===== config.mk =====
export PLATFORM = sky130hd
export DESIGN_NAME = traffic_light_fsm
export DESIGN_NICKNAME = d
export VERILOG_FILES = /design/src/rtl/traffic_light_fsm.sv
export SDC_FILE = /design/constraint.sdc
export NUM_CORES = 1
export LEC_CHECK = 0
export ABC_AREA = 1
export BUFFER_PORTS_ARGS = -buffer_cell sky130_fd_sc_hd__buf_4
export CAP_MARGIN = 20
export CORE_AREA = 10 10 47 49
export CTS_BUF_LIST = sky130_fd_sc_hd__clkbuf_2 sky130_fd_sc_hd__clkbuf_4 sky130_fd_sc_hd__clkbuf_8
export CTS_CLUSTER_SIZE = 16
export DETAILED_ROUTE_END_ITERATION = 8
export DIE_AREA = 0 0 57 59
export SYNTH_ARGS = -nofsm -noshare
export SYNTH_HDL_FRONTEND = slang
export SYNTH_SLANG_ARGS = --single-unit
export TNS_END_PERCENT = 5

===== constraint.sdc =====
create_clock -name clk -period 1.2 [get_ports clk]
set_input_delay 0.06 -clock clk [delete_from_list [all_inputs] [get_ports clk]]
set_output_delay 0.06 -clock clk [all_outputs]
set_load 0.005 [all_outputs]

===== src/rtl/traffic_light_fsm.sv =====
// traffic_light_fsm: single-approach RED/GREEN/YELLOW signal head with optional yellow expiry and flash mode (TL_FLASH_EN)
module traffic_light_fsm #(
  parameter int YELLOW_CYCLES = 0,
  parameter int AGE_W = 8
`ifdef TL_FLASH_EN
  , parameter int FLASH_HALF = 4
`endif
) (
  input  logic             clk,
  input  logic             rst,
  input  logic             change,
`ifdef TL_FLASH_EN
  input  logic             flash,
`endif
  output logic [1:0]       light,
  output logic [AGE_W-1:0] state_age
);
  typedef enum logic [1:0] {RED = 2'b00, GREEN = 2'b01, YELLOW = 2'b10} state_t;
  localparam logic [31:0] YC_LAST = YELLOW_CYCLES - 1;
  state_t state, state_nx;
  logic [AGE_W-1:0] age_nx;
  logic [1:0] light_nx;
  logic expire;
  assign expire = (YELLOW_CYCLES > 0) && (state == YELLOW) && (32'(state_age) == YC_LAST);
`ifdef TL_FLASH_EN
  localparam int FW = $clog2(2 * FLASH_HALF);
  localparam logic [FW-1:0] F_LAST = FW'(2 * FLASH_HALF - 1);
  localparam logic [FW-1:0] F_HALF = FW'(FLASH_HALF);
  logic [FW-1:0] fcnt;
  // flash phase counter: runs only while flashing, cleared otherwise
  always_ff @(posedge clk or negedge rst)
    if (!rst) fcnt <= '0;
    else fcnt <= flash ? ((fcnt == F_LAST) ? '0 : fcnt + 1'b1) : '0;
`endif
  // next phase, age and lamp code; any phase change clears the age
  always_comb begin
    state_nx = state;
    case (state)
      RED:     if (change) state_nx = GREEN;
      GREEN:   if (change) state_nx = YELLOW;
      YELLOW:  if (change || expire) state_nx = RED;
      default: state_nx = RED;
    endcase
    age_nx = (state_nx != state) ? '0 : ((&state_age) ? state_age : state_age + 1'b1);
    light_nx = state_nx;
`ifdef TL_FLASH_EN
    if (flash) begin
      state_nx = state;
      age_nx = state_age;
      light_nx = (fcnt < F_HALF) ? 2'b10 : 2'b11;
    end
`endif
  end
  // state, age and registered lamp code
  always_ff @(posedge clk or negedge rst)
    if (!rst) begin
      state <= RED;
      state_age <= '0;
      light <= 2'b00;
    end else begin
      state <= state_nx;
      state_age <= age_nx;
      light <= light_nx;
    end
endmodule


==> results of run 1 <==
==> worst register-to-register path: stages, from the launching register on <==
cell and delay [ns]:
dfrtp_1 0.38, ha_2 0.20, nand2_4 0.09, nor2_2 0.05, or2_1 0.20, nand3_1 0.06, nand2_1 0.05
==> final cells by class <==
cell class	count	area (sq um)	area share
inverter	7	26.3	0.0366
clock buffer	4	36.3	0.0506
sequential	10	250	0.349
tap	16	20.0	0.0279
multi-input combinational	55	269	0.375
timing repair buffer	15	115	0.161
==> sequential cells by signal (all words and copies together) (netlist names) <==
register / cells
state: 2
state_age: 8
==> layer usage <==
metal / track usage / share of wire / routed length (um)
met2: 0.124 / 0.47 / 586
met5: 0 / 0 / 0
met3: 0.0558 / 0.087 / 107
met4: 0.0201 / 0.0065 / 8
met1: 0.0765 / 0.43 / 534
==> synth_stat cells <==
library cell   n
dfrtp_1       10
o21ai_0        1
a21oi_1        3
or2_1          1
nor2_2         4
inv_1          7
o21bai_1       1
nand3_1       12
nand2_1       23
nor2_1         9
ha_1           1
==> power by group through the flow <==
| stage | combinational [mW] | sequential (mW) | clock [mW] |
|---|---|---|---|
| after floorplan | 0.185 | 0.508 | 0 |
| after CTS | 0.446 | 0.479 | 0.319 |
| final | 0.447 | 0.482 | 0.313 |
| after global placement | 0.445 | 0.486 | 0 |
| after detailed placement | 0.440 | 0.485 | 0 |
| after global routing | 0.514 | 0.496 | 0.341 |
==> what timing repair did <==
action / 4_1_cts / 5_1_grt
endpoints found under the hold margin: 10 / 0
resized for setup: 0 / 4
hold buffers: 1 / 0
setup endpoints to repair: 0 / 6
==> through the flow <==
step / std cells / power (mW)
detailed placement: 102 / 0.925
global route: 107 / 1.35
CTS: 107 / 1.24
floorplan: 72 / 0.692
global placement: 102 / 0.930
finish: 107 / 1.24
==> worst min path at each step <==
stage | from | slack [ns] | cells after the start | end
final | change | 0.07 | 3 | state[0]
after global routing | change | 0.08 | 3 | state[0]
after CTS | change | 0.06 | 3 | state[0]
after detailed placement | rst | -0.10 | 1 | state_age[4]
after global placement | rst | -0.10 | 1 | state_age[4]
after floorplan | rst | -0.24 | 0 | state[0]
==> logic make-up after synthesis <==
| logic type | synth area share |
|---|---|
| flops | 0.474 |
| fa+ha+maj | 0.0237 |
| buf+inv | 0.0498 |
| simple gates | 0.400 |
| compound gates | 0.0521 |
==> results.txt, run 1 <==
setup TNS - 0 ns
fmax - 0.894 GHz
Crit. End Element - flop
die width - 57 um
commonest non-fill, non-tap cells in the layout - nand2_1, buf_4, nand3_1, dfrtp_1
final core utilization - 0.512
Hold Path Class - in2reg
Tcrit/Tclk final - 0.932
first-pass GRT wire length - 2060 um
Iteration-0 DRC Markers - 15
CP top delay family - simple AND/OR/NAND/NOR gates
clock power share - 0.252
commonest non-fill, non-tap cell in the layout - nand2_1
Net Sw Frac - 0.343
largest net degree at the start of global routing - 11
Hold Violations, Final - 0
area of placed instances - 658 sq um
Antenna Nets Post-Route - 0
nature of the critical path startpoint - flop
max_cap viols - 0
critical path endpoint - state_age[4]
setup ws final - 0.0817 ns
Placer Congestion - 0.780
Clock Skew - 0.00820 ns
Slew Limit Fails - 0
vias in the first global route - 478
Design Area, Final - 717 sq um
proportion of layout cells with a drive suffix above 1 - 0.297
FF-to-FF setup slack - 0.08 ns
initial antenna violation count - 0
Hold WS - 0.0668 ns
slowest cell on the critical path - dfrtp_1
critical path required time - 1.37 ns
drt via density - 4.95
FF-to-FF path depth - 6
clk buf depth - 2
Wirelength per Cell - 11.6 um
Pint - 0.816 mW
outcome - finished, final reports clean
CTS tree - done
Worst VDD drop - 0.831 mV
reg-to-reg startpoint - state_age[0]
row cnt - 14
remaining global-route overflow - 0
Leak - 0.384 nW
filler cell count - 136
CP bufs+invs - 0
final WL - 1240 um
synth unique cells - 11
Power Density - 1730 nW/um^2
Clk Latency, worst-skew pair - 0.27 ns
Total Nets Final - 96
H-tree depth - 1
top cell type's share of synthesized area - 0.474
number of CTS-inserted buffers - 3
WS Path Type - reg2reg
Area Overhead vs Synth - 35.8%
post-synthesis average cell area - 7.33 sq um
area of the die - 3360 sq um
Slew Limit Headroom - 0.861
vias post-DR - 530
worst r2r dst - state_age[4]
Mapped Area - 528 sq um
Crit. Startpoint - state_age[0]
Synth area leaders - dfrtp_1, nand2_1, nand3_1
combinational share of power - 0.360
Synth area leader - dfrtp_1
DR DRC count - 0
hpwl dp - 945 um
Root Driver - clkbuf_4
Worst-path clk slew - 0.07 ns
I/O Pins - 13
DRT Pass-1 Iters - 4
Ys Warns - 0
WP data arrival - 1.29 ns
RSZ-0062 raised after global routing - yes
PortBufs - 12
Cells after Synth - 72
Psw - 0.426 mW
antenna fix cells - 0
Setup WS pre-CTS - 0.0519 ns
Total Routing Usage GR - 0.0763
Starting Density - 0.377
sequential share of power - 0.388
Syn Nets - 76
post-CTS setup buffers - 0
post-synthesis sequential area ratio - 0.474
final worst path period need - 1.12 ns
total core area - 1400 sq um
CP max stage delay - 0.38 ns
Die H - 59 um
CP cell instances - ha_2 > nand2_4 > nor2_2 > or2_1 > nand3_1 > nand2_1
number of synthesized register bits - 10
final setup fails - 0
Crit. path cell count - 6
worst slew pin tran - 0.208 ns
clk sinks - 10
Crit Path Max Fanout - 4
Power figures use the tool's default switching activity.
==> inputs of run 2 (changes only) <==
--- a/config.mk
+++ b/config.mk
@@ -5,7 +5,6 @@
 export SDC_FILE = /design/constraint.sdc
 export NUM_CORES = 1
 export LEC_CHECK = 0
-export ABC_AREA = 1
 export BUFFER_PORTS_ARGS = -buffer_cell sky130_fd_sc_hd__buf_4
 export CAP_MARGIN = 20
 export CORE_AREA = 10 10 47 49
@@ -13,6 +12,7 @@
 export CTS_CLUSTER_SIZE = 16
 export DETAILED_ROUTE_END_ITERATION = 8
 export DIE_AREA = 0 0 57 59
+export PLACE_DENSITY = 0.66
 export SYNTH_ARGS = -nofsm -noshare
 export SYNTH_HDL_FRONTEND = slang
 export SYNTH_SLANG_ARGS = --single-unit
==> run 2 against run 1 <==
  * The flow now finishes with violations (negative setup slack)
  * Combinational power decreased by 22%
  * Area after synthesis grew 4.0%
  * Sequential power decreased by 6.6%
  * Global-route usage is 1.7 points higher
  * First-iteration DRC count is 73% lower
  * Synthesized cell count is 24% lower
  * Maximum frequency down 11%
  * Count of clock-buffer cells in the layout unchanged
==> results.txt, run 2 <==
initial antenna violation count - 0 (unchanged)
Placed Cells - 91 (was 102)
WP data arrival - 1.47 ns (was 1.29 ns)
drt via density - 5.50 (was 4.95)
count leader, synth - dfrtp_1 (was nand2_1)
worst slew pin tran - 0.242 ns (was 0.208 ns)
Synth area leaders - dfrtp_1, a21oi_1, buf_6 (was dfrtp_1, nand2_1, nand3_1)
Syn Nets - 59 (was 76)
Hold Path Class - in2reg (unchanged)
Hold Violations, Final - 0 (unchanged)
Power Density - 1420 nW/um^2 (was 1730 nW/um^2)
CP top delay family - compound AO/OA/AOI/OAI gates (was simple AND/OR/NAND/NOR gates)
Synth area leader - dfrtp_1 (unchanged)
Hold WS - 0.0760 ns (was 0.0668 ns)
largest net degree at the start of global routing - 11 (unchanged)
proportion of layout cells with a drive suffix above 1 - 0.438 (was 0.297)
CP bufs+invs - 0 (unchanged)
H-tree depth - 1 (unchanged)
clk buf depth - 2 (unchanged)
synth unique cells - 27 (was 11)
commonest non-fill, non-tap cells in the layout - buf_4, dfrtp_1, nand2_1, nand3_1, nor3_1 (was nand2_1, buf_4, nand3_1, dfrtp_1)
Cells after Synth - 55 (was 72)
outcome - finished with violations (was finished, final reports clean)
CP cell instances - ha_2 > and3_4 > a2111o_1 > o21ai_2 (was ha_2 > nand2_4 > nor2_2 > or2_1 > nand3_1 > nand2_1)
DRT Pass-1 Iters - 4 (unchanged)
Leak - 0.349 nW (was 0.384 nW)
slowest cell on the critical path - dfrtp_1 (unchanged)
fraction of registers with async set/reset - 1.00 (unchanged)
Mapped Area - 549 sq um (was 528 sq um)
commonest non-fill, non-tap cell in the layout - buf_4 (was nand2_1)
failing checks - negative setup slack
Slew Limit Fails - 0 (unchanged)
Worst-path clk slew - 0.07 ns (about the same)
first-pass GRT wire length - 2450 um (was 2060 um)
largest family of logic cells by synthesized area - compound AO/OA/AOI/OAI gates (was simple AND/OR/NAND/NOR gates)
simple-gate area share of the yosys netlist - 0.223 (was 0.400)
hpwl dp - 1100 um (was 945 um)
max reg flops - 8 (unchanged)
Slew Limit Headroom - 0.838 (was 0.861)
post-synthesis sequential area ratio - 0.456 (was 0.474)
vias post-DR - 528 (was 530)
Top Registers - state_age x8, state x2 (unchanged)
I/O Pins - 13 (unchanged)
Total Nets Final - 85 (was 96)
compound-gate portion of the synthesized area - 0.223 (was 0.0521)
Synth Area in Adders - 0.0228 (was 0.0237)
post-synthesis average cell area - 9.99 sq um (was 7.33 sq um)
WS Path Type - reg2reg (unchanged)
CP max stage delay - 0.38 ns (about the same)
DR DRC count - 0 (unchanged)
Antenna Nets Post-Route - 0 (unchanged)
RSZ-0062 raised after global routing - yes (unchanged)
Root Driver - clkbuf_4 (unchanged)
final core utilization - 0.558 (was 0.512)
multiplexer share of the synthesized area - 0.0182 (was 0)
row cnt - 14 (unchanged)
fmax - 0.796 GHz (was 0.894 GHz)
critical path required time - 1.41 ns (was 1.37 ns)
Crit Path Max Fanout - 4 (unchanged)
CTS tree - done (unchanged)
xor/xnor share of the synthesized area - 0.0159 (was 0)
top cell type's share of synthesized area - 0.456 (was 0.474)
Die H - 59 um (unchanged)
filler cell count - 134 (was 136)
Top reg by flops - state_age (unchanged)
Synth Flop Type - dfrtp_1 (unchanged)
final WL - 1460 um (was 1240 um)
Tcrit/Tclk final - 1.05 (was 0.932)
total core area - 1400 sq um (unchanged)
top cells by count, synth - dfrtp_1, nand2_1, a21oi_1 (was nand2_1, nand3_1, dfrtp_1)
Starting Density - 0.392 (was 0.377)
nature of the critical path startpoint - flop (unchanged)
Finished Layout Cells - 96 (was 107)
final worst path period need - 1.26 ns (was 1.12 ns)
final setup fails - 3 (was 0)
PortBufs - 12 (unchanged)
Clock Skew - 0.00180 ns (was 0.00820 ns)
post-CTS setup buffers - 0 (unchanged)
antenna fix cells - 0 (unchanged)
Setup WS pre-CTS - -0.0905 ns (was 0.0519 ns)
vias in the first global route - 558 (was 478)
number of synthesized register bits - 10 (unchanged)
Area Overhead vs Synth - 42.4% (was 35.8%)
setup ws final - -0.0562 ns (was 0.0817 ns)
FF-to-FF setup slack - -0.06 ns (was 0.08 ns)
Ys Warns - 0 (unchanged)
Wirelength per Cell - 15.2 um (was 11.6 um)
Placer Congestion - 0.867 (was 0.780)
number of CTS-inserted buffers - 3 (unchanged)
Clk Latency, worst-skew pair - 0.27 ns (about the same)
die width - 57 um (unchanged)
Iteration-0 DRC Markers - 4 (was 15)
remaining global-route overflow - 0 (unchanged)
Worst VDD drop - 0.789 mV (was 0.831 mV)
Crit. End Element - flop (unchanged)
clk sinks - 10 (unchanged)
max_cap viols - 0 (unchanged)
Total Routing Usage GR - 0.0933 (was 0.0763)
area of the die - 3360 sq um (unchanged)
EDFF count, synth - 0 (unchanged)
-- run 2: metal layers --
| layer | vias up | share of wire | GRT usage |
|---|---|---|---|
| met5 | - | 0 | 0 |
| met4 | 0 | 0.030 | 0.0503 |
| met3 | 6 | 0.064 | 0.0472 |
| met2 | 14 | 0.48 | 0.158 |
| met1 | 250 | 0.42 | 0.0912 |
| li1 | 258 | - | - |
-- run 2: logic make-up after synthesis --
| group | after synthesis |
|---|---|
| mux | 1 |
| xor+xnor | 1 |
| compound gates | 17 |
| simple gates | 23 |
| flops | 10 |
| fa+ha+maj | 1 |
| buf+inv | 2 |
-- run 2: power by group --
part,total [mW],switching (mW),internal [mW]
sequential,0.450,0.0580,0.392
clock,0.316,0.131,0.185
combinational,0.347,0.147,0.200
-- run 2: repair_timing --
item,4_1_cts,5_1_grt
hold endpoints to repair,10,0
setup endpoints to repair,4,7
pin swaps,4,2
gates resized for setup,2,3
hold buffers,1,0
-- run 2: area by class of cell --
cell class | count | area, sq um | share of cell area
Timing Repair Buffer | 23 | 175 | 0.224
Clock buffer | 4 | 36.3 | 0.0464
Sequential cell | 10 | 250 | 0.320
Tap cell | 16 | 20.0 | 0.0256
Multi-Input combinational cell | 43 | 300 | 0.384
-- run 2: worst min-delay path, cell delays in order --
cell	delay [ns]
buf_4	0.11
xnor2_1	0.11
nor2_1	0.04
-- run 2: path summary, 6_finish.rpt --
kind	start	end	depth (start not counted)
max	state_age[1]	state_age[3]	4
min	change	state[0]	3
max reg2reg	state_age[1]	state_age[3]	4
min reg2reg	state[1]	state[0]	1
max in group asynchronous	rst	state[0]	2
min in group asynchronous	rst	state_age[6]	2
-- run 2: per-stage QoR --
stage / TNS (ns) / power [mW] / area, sq um
after floorplan: -0.196 / 0.574 / 556
after global placement: -0.126 / 0.779 / 718
after detailed placement: -0.180 / 0.792 / 718
after CTS: -0.180 / 1.12 / 772
after global routing: -0.402 / 1.19 / 782
final: -0.120 / 1.11 / 782
